<file path="config.mk">
export PLATFORM = sky130hd
export DESIGN_NAME = vram_arbiter_flat
export DESIGN_NICKNAME = d
export VERILOG_FILES = /design/src/rtl/vram_pkg.sv /design/src/rtl/vram_if.sv /design/src/rtl/vram_tag_pipe.sv /design/src/rtl/vram_arbiter.sv /design/src/flat_wrapper.sv
export SDC_FILE = /design/constraint.sdc
export NUM_CORES = 1
export LEC_CHECK = 0
export ABC_AREA = 1
export BUFFER_PORTS_ARGS = -buffer_cell sky130_fd_sc_hd__buf_4
export CAP_MARGIN = 20
export CELL_PAD_IN_SITES_DETAIL_PLACEMENT = 1
export CELL_PAD_IN_SITES_GLOBAL_PLACEMENT = 2
export CORE_AREA = 2 2 114 116
export CTS_CLUSTER_SIZE = 16
export DETAILED_ROUTE_END_ITERATION = 12
export DIE_AREA = 0 0 116 118
export PLACE_DENSITY_LB_ADDON = 0.15
export RECOVER_POWER = 100
export REMOVE_ABC_BUFFERS = 1
export SETUP_SLACK_MARGIN = 0.5
export SLEW_MARGIN = 20
export SYNTH_ARGS = -nofsm -noshare
export SYNTH_HDL_FRONTEND = slang
export SYNTH_HIERARCHICAL = 1
export SYNTH_SLANG_ARGS = --single-unit
</file>
<file path="constraint.sdc">
create_clock -name clk -period 2.7 [get_ports clk]
set_input_delay 0.27 -clock clk [delete_from_list [all_inputs] [get_ports clk]]
set_output_delay 0.27 -clock clk [all_outputs]
set_load 0.03 [all_outputs]
</file>
<file path="src/rtl/vram_pkg.sv">
// rtl/vram_pkg.sv - shared types and defaults for the video RAM arbiter
// Contents: default widths, CPU FSM state encoding, tag pipeline owner tags.
package vram_pkg;

  localparam int ADDR_W_DEF = 14;
  localparam int DATA_W_DEF = 16;

  // Wait counter width and its saturation value
  localparam int            WAIT_W   = 8;
  localparam logic [WAIT_W-1:0] WAIT_MAX = 8'd255;

  typedef enum logic [1:0] {
    IDLE   = 2'd0,
    PEND   = 2'd1,
    FLIGHT = 2'd2,
    ACK    = 2'd3
  } cpu_state_e;

  typedef enum logic {
    TAG_VID = 1'b0,
    TAG_CPU = 1'b1
  } tag_owner_e;

  typedef struct packed {
    logic       valid;
    tag_owner_e owner;
  } tag_t;

endpackage

</file>
<file path="src/rtl/vram_if.sv">
// rtl/vram_if.sv - video, CPU and RAM port bundle of the video RAM arbiter
// Ports (signals): vid_rd/vid_addr/vid_dout video fetch; cpu_req/we/be/addr/wdata/ack/rdata
// CPU handshake; ram_addr/we/be/din/dout RAM macro port; starve flag.
// Modports: slave = arbiter side, master = surrounding video/CPU/RAM side.
interface vram_if #(
  parameter int ADDR_W = 14,
  parameter int DATA_W = 16
);

  logic              vid_rd;
  logic [ADDR_W-1:0] vid_addr;
  logic [DATA_W-1:0] vid_dout;

  logic              cpu_req;
  logic              cpu_we;
  logic [1:0]        cpu_be;
  logic [ADDR_W-1:0] cpu_addr;
  logic [DATA_W-1:0] cpu_wdata;
  logic              cpu_ack;
  logic [DATA_W-1:0] cpu_rdata;

  logic [ADDR_W-1:0] ram_addr;
  logic              ram_we;
  logic [1:0]        ram_be;
  logic [DATA_W-1:0] ram_din;
  logic [DATA_W-1:0] ram_dout;

  logic              starve;

  modport slave (
    input  vid_rd, vid_addr, cpu_req, cpu_we, cpu_be, cpu_addr, cpu_wdata, ram_dout,
    output vid_dout, cpu_ack, cpu_rdata, ram_addr, ram_we, ram_be, ram_din, starve
  );

  modport master (
    output vid_rd, vid_addr, cpu_req, cpu_we, cpu_be, cpu_addr, cpu_wdata, ram_dout,
    input  vid_dout, cpu_ack, cpu_rdata, ram_addr, ram_we, ram_be, ram_din, starve
  );

endinterface

</file>
<file path="src/rtl/vram_tag_pipe.sv">
// rtl/vram_tag_pipe.sv - RAM_LAT-deep {valid, owner} shift register tracking RAM reads
// Ports: clk, resetn (sync, active low); push/push_owner enter a read issued this cycle;
// exit_vid/exit_cpu flag that ram_dout now carries data for that owner.
module vram_tag_pipe
  import vram_pkg::*;
#(
  parameter int RAM_LAT = 1
) (
  input  logic       clk,
  input  logic       resetn,
  input  logic       push,
  input  tag_owner_e push_owner,
  output logic       exit_vid,
  output logic       exit_cpu
);

  tag_t pipe_q [RAM_LAT];

  always_ff @(posedge clk) begin
    if (!resetn) begin
      for (int i = 0; i < RAM_LAT; i++) begin
        pipe_q[i] <= tag_t'{valid: 1'b0, owner: TAG_VID};
      end
    end else begin
      pipe_q[0] <= tag_t'{valid: push, owner: push_owner};
      for (int i = 1; i < RAM_LAT; i++) begin
        pipe_q[i] <= pipe_q[i-1];
      end
    end
  end

  // The last stage lines up with the cycle the RAM presents the read data
  assign exit_vid = pipe_q[RAM_LAT-1].valid && (pipe_q[RAM_LAT-1].owner == TAG_VID);
  assign exit_cpu = pipe_q[RAM_LAT-1].valid && (pipe_q[RAM_LAT-1].owner == TAG_CPU);

endmodule

</file>
<file path="src/rtl/vram_arbiter.sv">
// rtl/vram_arbiter.sv - single-port video RAM shared by video fetch (priority) and CPU
// Ports: clk, resetn (sync, active low), bus (vram_if.slave): video read strobe/data,
// CPU req/ack command port, RAM macro port, sticky CPU starvation flag.
module vram_arbiter
  import vram_pkg::*;
#(
  parameter int ADDR_W       = ADDR_W_DEF,
  parameter int DATA_W       = DATA_W_DEF,
  parameter int RAM_LAT      = 1,
  parameter int STARVE_LIMIT = 16
) (
  input  logic  clk,
  input  logic  resetn,
  vram_if.slave bus
);

  cpu_state_e state_q, state_d;

  // CPU command captured on acceptance; later input changes are ignored
  logic [ADDR_W-1:0] cmd_addr;
  logic              cmd_we;
  logic [1:0]        cmd_be;
  logic [DATA_W-1:0] cmd_wdata;

  logic [WAIT_W-1:0] wait_cnt;
  logic [WAIT_W-1:0] wait_inc;
  logic              starve_q;
  logic [DATA_W-1:0] cpu_rdata_q;
  logic [DATA_W-1:0] vid_dout_q;

  logic              push;
  tag_owner_e        push_owner;
  logic              exit_vid;
  logic              exit_cpu;

  logic [ADDR_W-1:0] ram_addr;
  logic              ram_we;
  logic [1:0]        ram_be;
  logic [DATA_W-1:0] ram_din;
  logic              cpu_ack;

  vram_tag_pipe #(.RAM_LAT(RAM_LAT)) u_tag_pipe (
    .clk        (clk),
    .resetn     (resetn),
    .push       (push),
    .push_owner (push_owner),
    .exit_vid   (exit_vid),
    .exit_cpu   (exit_cpu)
  );

  always_ff @(posedge clk) begin
    if (!resetn) begin
      state_q <= IDLE;
    end else begin
      state_q <= state_d;
    end
  end

  // Port mux and CPU FSM. Video always wins the port; the CPU only drives it
  // from PEND in a cycle with no video strobe, so the two never collide.
  always_comb begin
    state_d    = state_q;
    ram_addr   = '0;
    ram_we     = 1'b0;
    ram_be     = 2'b00;
    ram_din    = '0;
    push       = 1'b0;
    push_owner = TAG_VID;
    cpu_ack    = 1'b0;

    if (bus.vid_rd) begin
      ram_addr   = bus.vid_addr;
      ram_be     = 2'b11;
      push       = 1'b1;
      push_owner = TAG_VID;
    end else if (state_q == PEND) begin
      ram_addr   = cmd_addr;
      ram_we     = cmd_we;
      ram_be     = cmd_be;
      ram_din    = cmd_wdata;
      push       = !cmd_we;
      push_owner = TAG_CPU;
    end

    case (state_q)
      IDLE:    if (bus.cpu_req) state_d = PEND;
      PEND:    if (!bus.vid_rd) state_d = cmd_we ? ACK : FLIGHT;
      FLIGHT:  if (exit_cpu) state_d = ACK;
      ACK: begin
        cpu_ack = 1'b1;
        state_d = IDLE;
      end
      default: state_d = IDLE;
    endcase
  end

  assign wait_inc = (wait_cnt == WAIT_MAX) ? wait_cnt : wait_cnt + 1'b1;

  always_ff @(posedge clk) begin
    if (!resetn) begin
      cmd_addr    <= '0;
      cmd_we      <= 1'b0;
      cmd_be      <= 2'b00;
      cmd_wdata   <= '0;
      wait_cnt    <= '0;
      starve_q    <= 1'b0;
      cpu_rdata_q <= '0;
      vid_dout_q  <= '0;
    end else begin
      if (state_q == IDLE && bus.cpu_req) begin
        cmd_addr  <= bus.cpu_addr;
        cmd_we    <= bus.cpu_we;
        cmd_be    <= bus.cpu_be;
        cmd_wdata <= bus.cpu_wdata;
        wait_cnt  <= '0;
      end
      if (state_q == PEND && bus.vid_rd) begin
        wait_cnt <= wait_inc;
        if (wait_inc >= WAIT_W'(STARVE_LIMIT)) starve_q <= 1'b1;
      end
      if (state_q == FLIGHT && exit_cpu) cpu_rdata_q <= bus.ram_dout;
      if (exit_vid) vid_dout_q <= bus.ram_dout;
    end
  end

  assign bus.ram_addr  = ram_addr;
  assign bus.ram_we    = ram_we;
  assign bus.ram_be    = ram_be;
  assign bus.ram_din   = ram_din;
  assign bus.cpu_ack   = cpu_ack;
  assign bus.cpu_rdata = cpu_rdata_q;
  assign bus.vid_dout  = vid_dout_q;
  assign bus.starve    = starve_q;

endmodule

</file>
<file path="src/flat_wrapper.sv">
// flat-port wrapper written by rule: the top's interface ports become plain ports
module vram_arbiter_flat import vram_pkg::*;
#(
  parameter int ADDR_W       = ADDR_W_DEF,
  parameter int DATA_W       = DATA_W_DEF,
  parameter int RAM_LAT      = 1,
  parameter int STARVE_LIMIT = 16
)
  (clk, resetn, bus_vid_rd, bus_vid_addr, bus_cpu_req, bus_cpu_we, bus_cpu_be, bus_cpu_addr, bus_cpu_wdata, bus_ram_dout, bus_vid_dout, bus_cpu_ack, bus_cpu_rdata, bus_ram_addr, bus_ram_we, bus_ram_be, bus_ram_din, bus_starve);
  vram_if #(.ADDR_W(ADDR_W), .DATA_W(DATA_W)) bus_i ();
  input  logic clk;
  input  logic resetn;
  input wire logic [$bits(bus_i.vid_rd)-1:0] bus_vid_rd;
  input wire logic [$bits(bus_i.vid_addr)-1:0] bus_vid_addr;
  input wire logic [$bits(bus_i.cpu_req)-1:0] bus_cpu_req;
  input wire logic [$bits(bus_i.cpu_we)-1:0] bus_cpu_we;
  input wire logic [$bits(bus_i.cpu_be)-1:0] bus_cpu_be;
  input wire logic [$bits(bus_i.cpu_addr)-1:0] bus_cpu_addr;
  input wire logic [$bits(bus_i.cpu_wdata)-1:0] bus_cpu_wdata;
  input wire logic [$bits(bus_i.ram_dout)-1:0] bus_ram_dout;
  output wire logic [$bits(bus_i.vid_dout)-1:0] bus_vid_dout;
  output wire logic [$bits(bus_i.cpu_ack)-1:0] bus_cpu_ack;
  output wire logic [$bits(bus_i.cpu_rdata)-1:0] bus_cpu_rdata;
  output wire logic [$bits(bus_i.ram_addr)-1:0] bus_ram_addr;
  output wire logic [$bits(bus_i.ram_we)-1:0] bus_ram_we;
  output wire logic [$bits(bus_i.ram_be)-1:0] bus_ram_be;
  output wire logic [$bits(bus_i.ram_din)-1:0] bus_ram_din;
  output wire logic [$bits(bus_i.starve)-1:0] bus_starve;
  assign bus_i.vid_rd = bus_vid_rd;
  assign bus_i.vid_addr = bus_vid_addr;
  assign bus_i.cpu_req = bus_cpu_req;
  assign bus_i.cpu_we = bus_cpu_we;
  assign bus_i.cpu_be = bus_cpu_be;
  assign bus_i.cpu_addr = bus_cpu_addr;
  assign bus_i.cpu_wdata = bus_cpu_wdata;
  assign bus_i.ram_dout = bus_ram_dout;
  assign bus_vid_dout = bus_i.vid_dout;
  assign bus_cpu_ack = bus_i.cpu_ack;
  assign bus_cpu_rdata = bus_i.cpu_rdata;
  assign bus_ram_addr = bus_i.ram_addr;
  assign bus_ram_we = bus_i.ram_we;
  assign bus_ram_be = bus_i.ram_be;
  assign bus_ram_din = bus_i.ram_din;
  assign bus_starve = bus_i.starve;
  vram_arbiter #(.ADDR_W(ADDR_W), .DATA_W(DATA_W), .RAM_LAT(RAM_LAT), .STARVE_LIMIT(STARVE_LIMIT)) u_core (.clk(clk), .resetn(resetn), .bus(bus_i));
endmodule
</file>
==> results of run 1 <==
flip-flops by register name, indices dropped and copies added (netlist names):
signal and count:
u_core/cmd_we 1, u_core/cmd_addr 14, u_core/wait_cnt 8, u_core/cmd_be 2, u_core/bus.cpu_rdata 16, u_core/bus.vid_dout 16
u_core/cmd_wdata 16, u_core/u_tag_pipe/pipe_q 2, u_core/state_q 2, u_core/bus.starve 1
worst register-to-register path: cells and delay by family, from the launching register on:
| kind | cells | cell delay (ps) |
|---|---|---|
| buffers and inverters | 3 | 640 |
| AO/OA/AOI/OAI | 2 | 300 |
| flip-flops | 1 | 390 |
| AND/OR/NAND/NOR | 2 | 490 |
| adder cells (fa/ha/maj) | 1 | 210 |
routing by layer:
layer / vias to the layer above / share of wire, % / global-route usage [%]
met5: - / 0 / 0
li1: 1720 / - / -
met4: 0 / 0.80 / 4.46
met2: 65 / 51 / 26.3
met3: 9 / 6.3 / 6.08
met1: 1570 / 42 / 18.4
synth_stat cells:
| library cell | instances | area (µm²) |
|---|---|---|
| a21oi_1 | 9 | 45.0 |
| a22o_1 | 14 | 123 |
| buf_2 | 11 | 55.1 |
| buf_4 | 1 | 7.51 |
| clkbuf_1 | 12 | 45.0 |
| clkinv_1 | 1 | 3.75 |
| dfxtp_1 | 78 | 1560 |
| ha_1 | 6 | 75.1 |
| inv_1 | 24 | 90.1 |
| inv_2 | 3 | 11.3 |
| inv_4 | 1 | 6.26 |
| nand2_1 | 48 | 180 |
| nand2_2 | 4 | 25.0 |
| nand3_1 | 8 | 40.0 |
| nand3_2 | 1 | 10.0 |
| nor2_1 | 156 | 586 |
| nor2_2 | 4 | 25.0 |
| nor2_4 | 1 | 11.3 |
| nor3_1 | 1 | 5.00 |
| nor3_2 | 1 | 10.0 |
| o21a_1 | 1 | 7.51 |
| o21ai_0 | 67 | 335 |
| o21ai_1 | 7 | 35.0 |
| o22ai_1 | 1 | 6.26 |
| or2_1 | 1 | 6.26 |
through the flow:
step / util (%) / total power [µW]
CTS: 38.4 / 3900
finish: 36.3 / 3740
detailed placement: 35.8 / 2580
floorplan: - / 2110
global placement: 35.8 / 2540
global route: 36.3 / 4010
power groups by stage:
| stage | Sequential (µW) | Clock, µW | Combinational [µW] |
|---|---|---|---|
| final | 1440 | 1290 | 1010 |
| after global routing | 1460 | 1400 | 1150 |
| after CTS | 1440 | 1340 | 1120 |
| after detailed placement | 1460 | 0 | 1110 |
| after global placement | 1460 | 0 | 1080 |
| after floorplan | 1510 | 0 | 601 |
area by class of cell:
cell class / instances / area, µm²
inverters: 29 / 110
multi-input cells: 330 / 1520
clock inverters: 5 / 82.6
well taps: 172 / 215
clock buffers: 11 / 233
repair buffers: 138 / 781
flip-flops and latches: 78 / 1560
fillers: 1616 / 7910
final timing paths:
path | from | depth (start not counted) | end | slack [ps]
max | u_core/state_q[1] | 6 | bus_ram_addr[10] | 500
max reg2reg | u_core/state_q[1] | 8 | u_core/state_q[0] | 590
min | bus_ram_dout[0] | 3 | u_core/bus.vid_dout[0] | 160
min reg2reg | u_core/cmd_wdata[7] | 2 | u_core/cmd_wdata[7] | 480
logic make-up after synthesis:
kind of cell	share of synthesized area, %
adders and majority gates	2.27
buffers and inverters	6.62
and+or+nand+nor	27.2
DFF	47.2
AOI/OAI and AO/OA	16.7
==> run summary, run 1 <==
Setup Skew - 3.63 ps
Worst Slack Setup Final - 501 ps
antenna diode count - 0
number of DRC markers in iteration 0 - 117
most frequent cell on the critical path - inv_1
remaining antenna violation count - 0
GR Overflow Total - 0
RSZ-0062 raised after global routing - false
Crit path max-delay family - buffers and inverters
Vias - 3,364
switching portion of total power - 34.2%
placed instance area - 4450 µm²
commonest cells after routing, fill and taps aside - nor2_1 (157), dfxtp_1 (78), clkbuf_1 (70), buf_4 (70), o21ai_0 (70)
crit-path cells - inv_1 -> ha_1 -> inv_1 -> nor2_4 -> a22o_1 -> clkbuf_1
Slew headroom - 25.8%
CP Class - reg -> out
Mapped Cells - 461
Final TNS setup - 0 ps
slowest stage delay, CP - 350 ps
Synth Cell Area - 3310 µm²
Avg Cell Area, Syn - 7.17 µm²
Remaining DRCs - 0
Final Hold Vio Count - 0
Power Density - 832 nW/µm²
non-filler cells, final - 763
core box area - 12,400 µm²
first-pass iteration count of the detailed router - 4
DR WL/cell - 13.4 µm
Area growth, synth to finish - 36.2%
placed cells - 747
clock transition at the registers of the reported paths - 60 ps
fin nets - 659
Placement Rows - 41
cts hold-fix bufs - 0
net switching power - 1280 µW
Crit Path Max Fanout - 15
Top-Level Pins - 134
Setup violations, final - 0
outcome - finished clean
max-cap viol count - 0
Internal - 2460 µW
vias in the first global route - 3,456
commonest non-fill, non-tap cell in the layout - nor2_1
post-route cell area - 4500 µm²
pin count of the biggest net entering global routing - 39
HPWL after DPL - 7280 µm
Chip Width - 116 µm
GP Congestion - 0.721
Buf/Inv on CP - 3
CTS Buf Count - 9
layout cells sized above 1 - 15.9%
clk root buf - clkbuf_16
CTS Buffer Depth - 2
first-pass GRT wire length - 16,900 µm
Worst-Margin Slew - 1110 ps
post-CTS resize count - 1
hold crit path type - in -> reg
VDD IR-drop max - 0.293 mV
setup repair bufs after CTS - 0
CP required - 2430 ps
Port Buffers - 133
Die Ht - 118 µm
Die ar. - 13,700 µm²
Clock power frac - 34.5%
Flop pwr share - 38.4%
critical path arrival - 1930 ps
critical path launch point type - register
clock insertion delay at the later pin of the skew report - 340 ps
Crit. End Element - primary output
Slowest-stage cell, CP - dfxtp_1
maximum clock frequency - 455 MHz
GRT Util Overall - 15.7%
period utilization - 81.5%
Initial Util - 26.6%
CTS tree - built
sequential element share of the synthesized area - 47.2%
H-tree lvl count - 3
Syn. warnings - 6
combinational power share - 27.1%
hold slack - 164 ps
Tmin final - 2200 ps
max-slew violations - 0
initial antenna violation count - 0
FF+latch count, synth - 78
pre-CTS WS - 790 ps
WL final - 10,200 µm
drt via density - 4.41
synth unique cells - 25
Clock Sink Count - 78
Static Leakage - 0.00190 µW
No activity file was read; power rests on OpenSTA's default activity.
==> inputs of run 2 (changes only) <==
CORE_AREA = 2 2 118 120   (was 2 2 114 116)
DIE_AREA = 0 0 120 122   (was 0 0 116 118)
clock period = 2.05 ns   (was 2.7 ns; I/O delays follow)
==> run 2 against run 1 <==
- power rose by 44%
- worst setup slack worse by 250 ps
- register-to-register slack worse by 250 ps
- final cell count increased by 3.0%
- clock-buffer cell count up 1
- wire length is 8.0% higher
- clock skew up 2.1 ps
- via count up 3.0%
- critical path depth grew 1
- sequential power rose by 32%
- critical path type unchanged
==> run summary, run 2 (synthesized netlist as in run 1, its figures left out) <==
outcome - finished clean
initial antenna violation count - 0
Die ar. - 14,600 µm²
hold depth - 3
DR WL/cell - 14.0 µm
period utilization - 87.7%
commonest non-fill, non-tap cell in the layout - nor2_1
clock transition at the registers of the reported paths - 60 ps
H-tree lvl count - 3
critical path arrival - 1590 ps
Top-Level Pins - 134
remaining antenna violation count - 0
CTS Buffer Depth - 2
Tmin final - 1800 ps
WHS Endpoint - u_core/bus.vid_dout[4]
Placement Rows - 43
Layout fillers - 1,694
RSZ-0062 raised after global routing - true
GR peak layer - met2
Chip Width - 120 µm
core box area - 13,500 µm²
Worst-Margin Slew - 571 ps
Area growth, synth to finish - 48.7%
GP Congestion - 0.803
Clock Sink Count - 78
Hold Startpoint - bus_ram_dout[4]
Final Hold Vio Count - 0
Worst R2R Start - u_core/state_q[1]
Power Density - 1100 nW/µm²
CTS Buf Count - 9
antenna diode count - 0
max-slew violations - 0
fin nets - 675
clock insertion delay at the later pin of the skew report - 330 ps
Crit. End Element - primary output
GR Overflow Total - 0
cts hold-fix bufs - 0
first-pass GRT wire length - 17,300 µm
Setup violations, final - 0
placed instance area - 4480 µm²
drt via density - 4.41
CP Class - reg -> out
HPWL after DPL - 7470 µm
max-cap viol count - 0
Vias - 3,465
layout cells sized above 1 - 25.4%
grt met1 use - 17.1%
reg2reg end - u_core/state_q[0]
clk root buf - clkbuf_16
CP required - 1850 ps
CTS tree - built
Pwr Total - 5400 µW
Crit Path Max Fanout - 5
vias in the first global route - 3,604
worst reg2reg path depth - 9
commonest cells after routing, fill and taps aside - nor2_1 (157), buf_4 (83), dfxtp_1 (77)
critical path launch point type - register
first-pass iteration count of the detailed router - 4
Setup Skew - 5.74 ps
post-route cell area - 4920 µm²
GRT Util Overall - 15.0%
Port Buffers - 133
hold crit path type - in -> reg
register-to-register path setup slack - 340 ps
VDD IR-drop max - 0.477 mV
number of DRC markers in iteration 0 - 148
WL final - 11,000 µm
pin count of the biggest net entering global routing - 36
Static Leakage - 0.00218 µW
Initial Util - 24.5%
maximum clock frequency - 556 MHz
met3 Use GR - 4.45%
Slew headroom - 61.9%
Final TNS setup - 0 ps
Die Ht - 122 µm
met2 usage - 26.7%
Remaining DRCs - 0
## run 2: cell count changes in the layout (fill, tap and decap cells not counted), sizes merged
cell	delta
clkinv	-2
clkbuf	-14
buf	+31
## run 2: worst max-delay path: stages (launching register included)
cell	delay [ps]
dfxtp_1	310
inv_2	60
ha_1	240
inv_4	60
nor2_4	140
buf_6	130
a22o_1	120
clkbuf_2	200
## run 2: worst max path at each step
stage / from / endpoint / depth (start not counted)
floorplan: u_core/state_q[1] / bus_ram_addr[0] / 5
global placement: u_core/state_q[1] / bus_ram_addr[7] / 7
detailed placement: u_core/state_q[1] / bus_ram_addr[4] / 7
CTS: u_core/state_q[1] / bus_ram_addr[10] / 7
global route: u_core/state_q[1] / bus_ram_din[7] / 7
finish: u_core/state_q[1] / bus_ram_addr[4] / 7
## run 2: per-layer routing
metal,vias up,wire length (µm)
li1,1758,-
met1,1619,4690
met2,74,5630
met3,14,541
met4,0,183
met5,-,0
## run 2: area by class of cell
type / instances / area, µm² / share of cell area, %
multi-input cells: 330 / 1570 / 31.9
flip-flops and latches: 78 / 1570 / 31.8
repair buffers: 154 / 1110 / 22.6
clock buffers: 12 / 256 / 5.22
well taps: 180 / 225 / 4.58
inverters: 29 / 121 / 2.47
clock inverters: 3 / 67.6 / 1.37
## run 2: power by group
part | switching (µW) | total (µW) | internal (µW) | leakage [µW]
Sequential | 134 | 1900 | 1760 | 0.000641
Combinational | 1060 | 1760 | 706 | 0.00138
Clock | 619 | 1750 | 1130 | 0.000155
Total | 1810 | 5400 | 3590 | 0.00218
## run 2: metrics by stage
step	worst slack, ps	util, %	cells	hold slack (ps)
after global routing	137	36.4	786	98.8
after global placement	392	33.2	758	440
after detailed placement	333	33.2	758	448
final	252	36.4	786	105
after floorplan	104	-	437	298
after CTS	315	36.6	778	91.1
## run 2: repair_timing
item,4_1_cts,5_1_grt
setup endpoints to repair,73,73
pin swaps,3,8
gates cloned,1,3
setup buffers,4,5
resized for setup,28,29
==> inputs of run 3 (changes only) <==
PLACE_DENSITY_LB_ADDON = 0.1   (was 0.15)
==> run 3 against run 2 <==
- fmax down 1.2%
- largest power group unchanged
- clock-buffer cell count unchanged
- first-iteration DRC count is 4.7% lower
- clock skew barely moved
- wire length rose by 0.12%
- hold slack got worse by 11 ps
- design area up 1.6%
- critical path depth is 1 lower
- sequential power hardly changed
==> run summary, run 3 (synthesized netlist as in run 1, its figures left out) <==
pre-CTS WS - 243 ps
H-tree lvl count - 3
Final Hold Vio Count - 0
Max Used Layer - met4
Tmin final - 1820 ps
Worst-Margin Slew - 562 ps
Layout fillers - 1,667
GR Overflow Total - 0
Internal - 3570 µW
worst reg2reg path depth - 7
Setup violations, final - 0
critical path arrival - 1610 ps
clock transition at the registers of the reported paths - 60 ps
net switching power - 1850 µW
met3 WL - 629 µm
first-pass iteration count of the detailed router - 4
Top-Level Pins - 134
reg2reg end - u_core/cmd_be[1]
fin nets - 675
hold crit path type - in -> reg
slowest stage delay, CP - 430 ps
Slowest-stage cell, CP - dfxtp_1
HPWL after DPL - 7470 µm
met2 wire length - 5660 µm
Hold Startpoint - bus_ram_dout[3]
Clock power frac - 30.5%
number of DRC markers in iteration 0 - 141
commonest cells after routing, fill and taps aside - nor2_1 (152), buf_4 (97), dfxtp_1 (77)
GRT Util Overall - 15.1%
Area growth, synth to finish - 51.1%
initial antenna violation count - 0
Worst Slack Setup Final - 230 ps
Setup Skew - 5.52 ps
outcome - finished clean
CP Class - reg -> out
Die Ht - 122 µm
Initial Util - 24.5%
GP Congestion - 0.701
CP required - 1850 ps
clk root buf - clkbuf_16
maximum clock frequency - 550 MHz
Worst R2R Start - u_core/state_q[0]
DR WL/cell - 14.1 µm
Crit. End Element - primary output
Remaining DRCs - 0
combinational power share - 34.2%
layout cells sized above 1 - 28.7%
VDD IR-drop max - 0.362 mV
pin count of the biggest net entering global routing - 42
Chip Width - 120 µm
Crit Path Max Fanout - 5
core box area - 13,500 µm²
Die ar. - 14,600 µm²
Vias - 3,427
first-pass GRT wire length - 17,300 µm
CTS Buffer Depth - 2
Placement Rows - 43
hold depth - 3
Flop pwr share - 35.3%
vias in the first global route - 3,478
Routed met1 length - 4650 µm
Port Buffers - 133
critical path launch point type - register
Static Leakage - 0.00220 µW
WHS Endpoint - u_core/bus.vid_dout[3]
antenna diode count - 0
CTS Buf Count - 9
drt via density - 4.36
max-cap viol count - 0
Clock Sink Count - 78
RSZ-0062 raised after global routing - true
period utilization - 88.8%
clock insertion delay at the later pin of the skew report - 340 ps
register-to-register path setup slack - 280 ps
switching portion of total power - 34.1%
Power Density - 1080 nW/µm²
CTS tree - built
crit-path cells - ha_4 -> buf_4 -> buf_12 -> nand2_2 -> nor2_2 -> clkbuf_2
remaining antenna violation count - 0
Slew headroom - 62.5%
commonest non-fill, non-tap cell in the layout - nor2_1
WL final - 11,100 µm
max-slew violations - 0
Final TNS setup - 0 ps
run 3: changes by cell type in the layout (fill, tap and decap cells not counted), sizes merged:
cell and delta:
bufinv -1, buf +11, inv -1, clkinv +2, clkbuf -11
run 3: per-stage QoR:
| stage | cells | hold slack (ps) | util (%) | cell area, µm² | total power [µW] |
|---|---|---|---|---|---|
| floorplan | 437 | 298 | - | 3200 | 2780 |
| global placement | 758 | 441 | 33.2 | 4480 | 3350 |
| detailed placement | 758 | 446 | 33.2 | 4480 | 3390 |
| CTS | 775 | 76.4 | 36.2 | 4880 | 5210 |
| global route | 786 | 97.9 | 37.0 | 4990 | 5790 |
| finish | 786 | 93.6 | 37.0 | 4990 | 5420 |
run 3: layout make-up:
| class | instances | area (µm²) | area share [%] |
|---|---|---|---|
| clock buffers | 12 | 267 | 5.34 |
| clock inverters | 3 | 42.5 | 0.852 |
| repair buffers | 154 | 1140 | 22.9 |
| inverters | 29 | 121 | 2.43 |
| flip-flops and latches | 78 | 1560 | 31.3 |
| well taps | 180 | 225 | 4.51 |
| multi-input cells | 330 | 1630 | 32.7 |
run 3: worst max-delay path: cells and delay by family, from the launching register on:
family                     cells  cell delay, ps
buffers and inverters          3             450
DFF                            1             430
and+or+nand+nor                2             180
adders and majority gates      1             210
run 3: power by group through the flow:
stage | clock, µW | combinational (µW) | sequential [µW]
after floorplan | 0 | 791 | 1990
after global placement | 0 | 1430 | 1920
after detailed placement | 0 | 1470 | 1930
after CTS | 1730 | 1580 | 1900
after global routing | 1790 | 2060 | 1940
final | 1650 | 1850 | 1910
run 3: worst max path at each step:
stage	endpoint	startpoint
floorplan	bus_ram_addr[0]	u_core/state_q[1]
global placement	bus_ram_addr[6]	u_core/state_q[1]
detailed placement	bus_ram_addr[8]	u_core/state_q[1]
CTS	bus_ram_addr[11]	u_core/state_q[1]
global route	bus_ram_din[3]	u_core/state_q[0]
finish	bus_ram_we	u_core/state_q[0]
run 3: timing repair:
action,in CTS,in global routing
setup endpoints to repair,76,44
setup buffers,2,8
pin swaps,1,12
gates resized for setup,19,47
hold buffers,0,0
cloned,0,3
run 3: routing by layer:
layer / global-route usage [%] / up-vias
li1: - / 1751
met1: 17.6 / 1596
met2: 26.1 / 70
met3: 5.43 / 10
met4: 4.19 / 0
met5: 0 / -
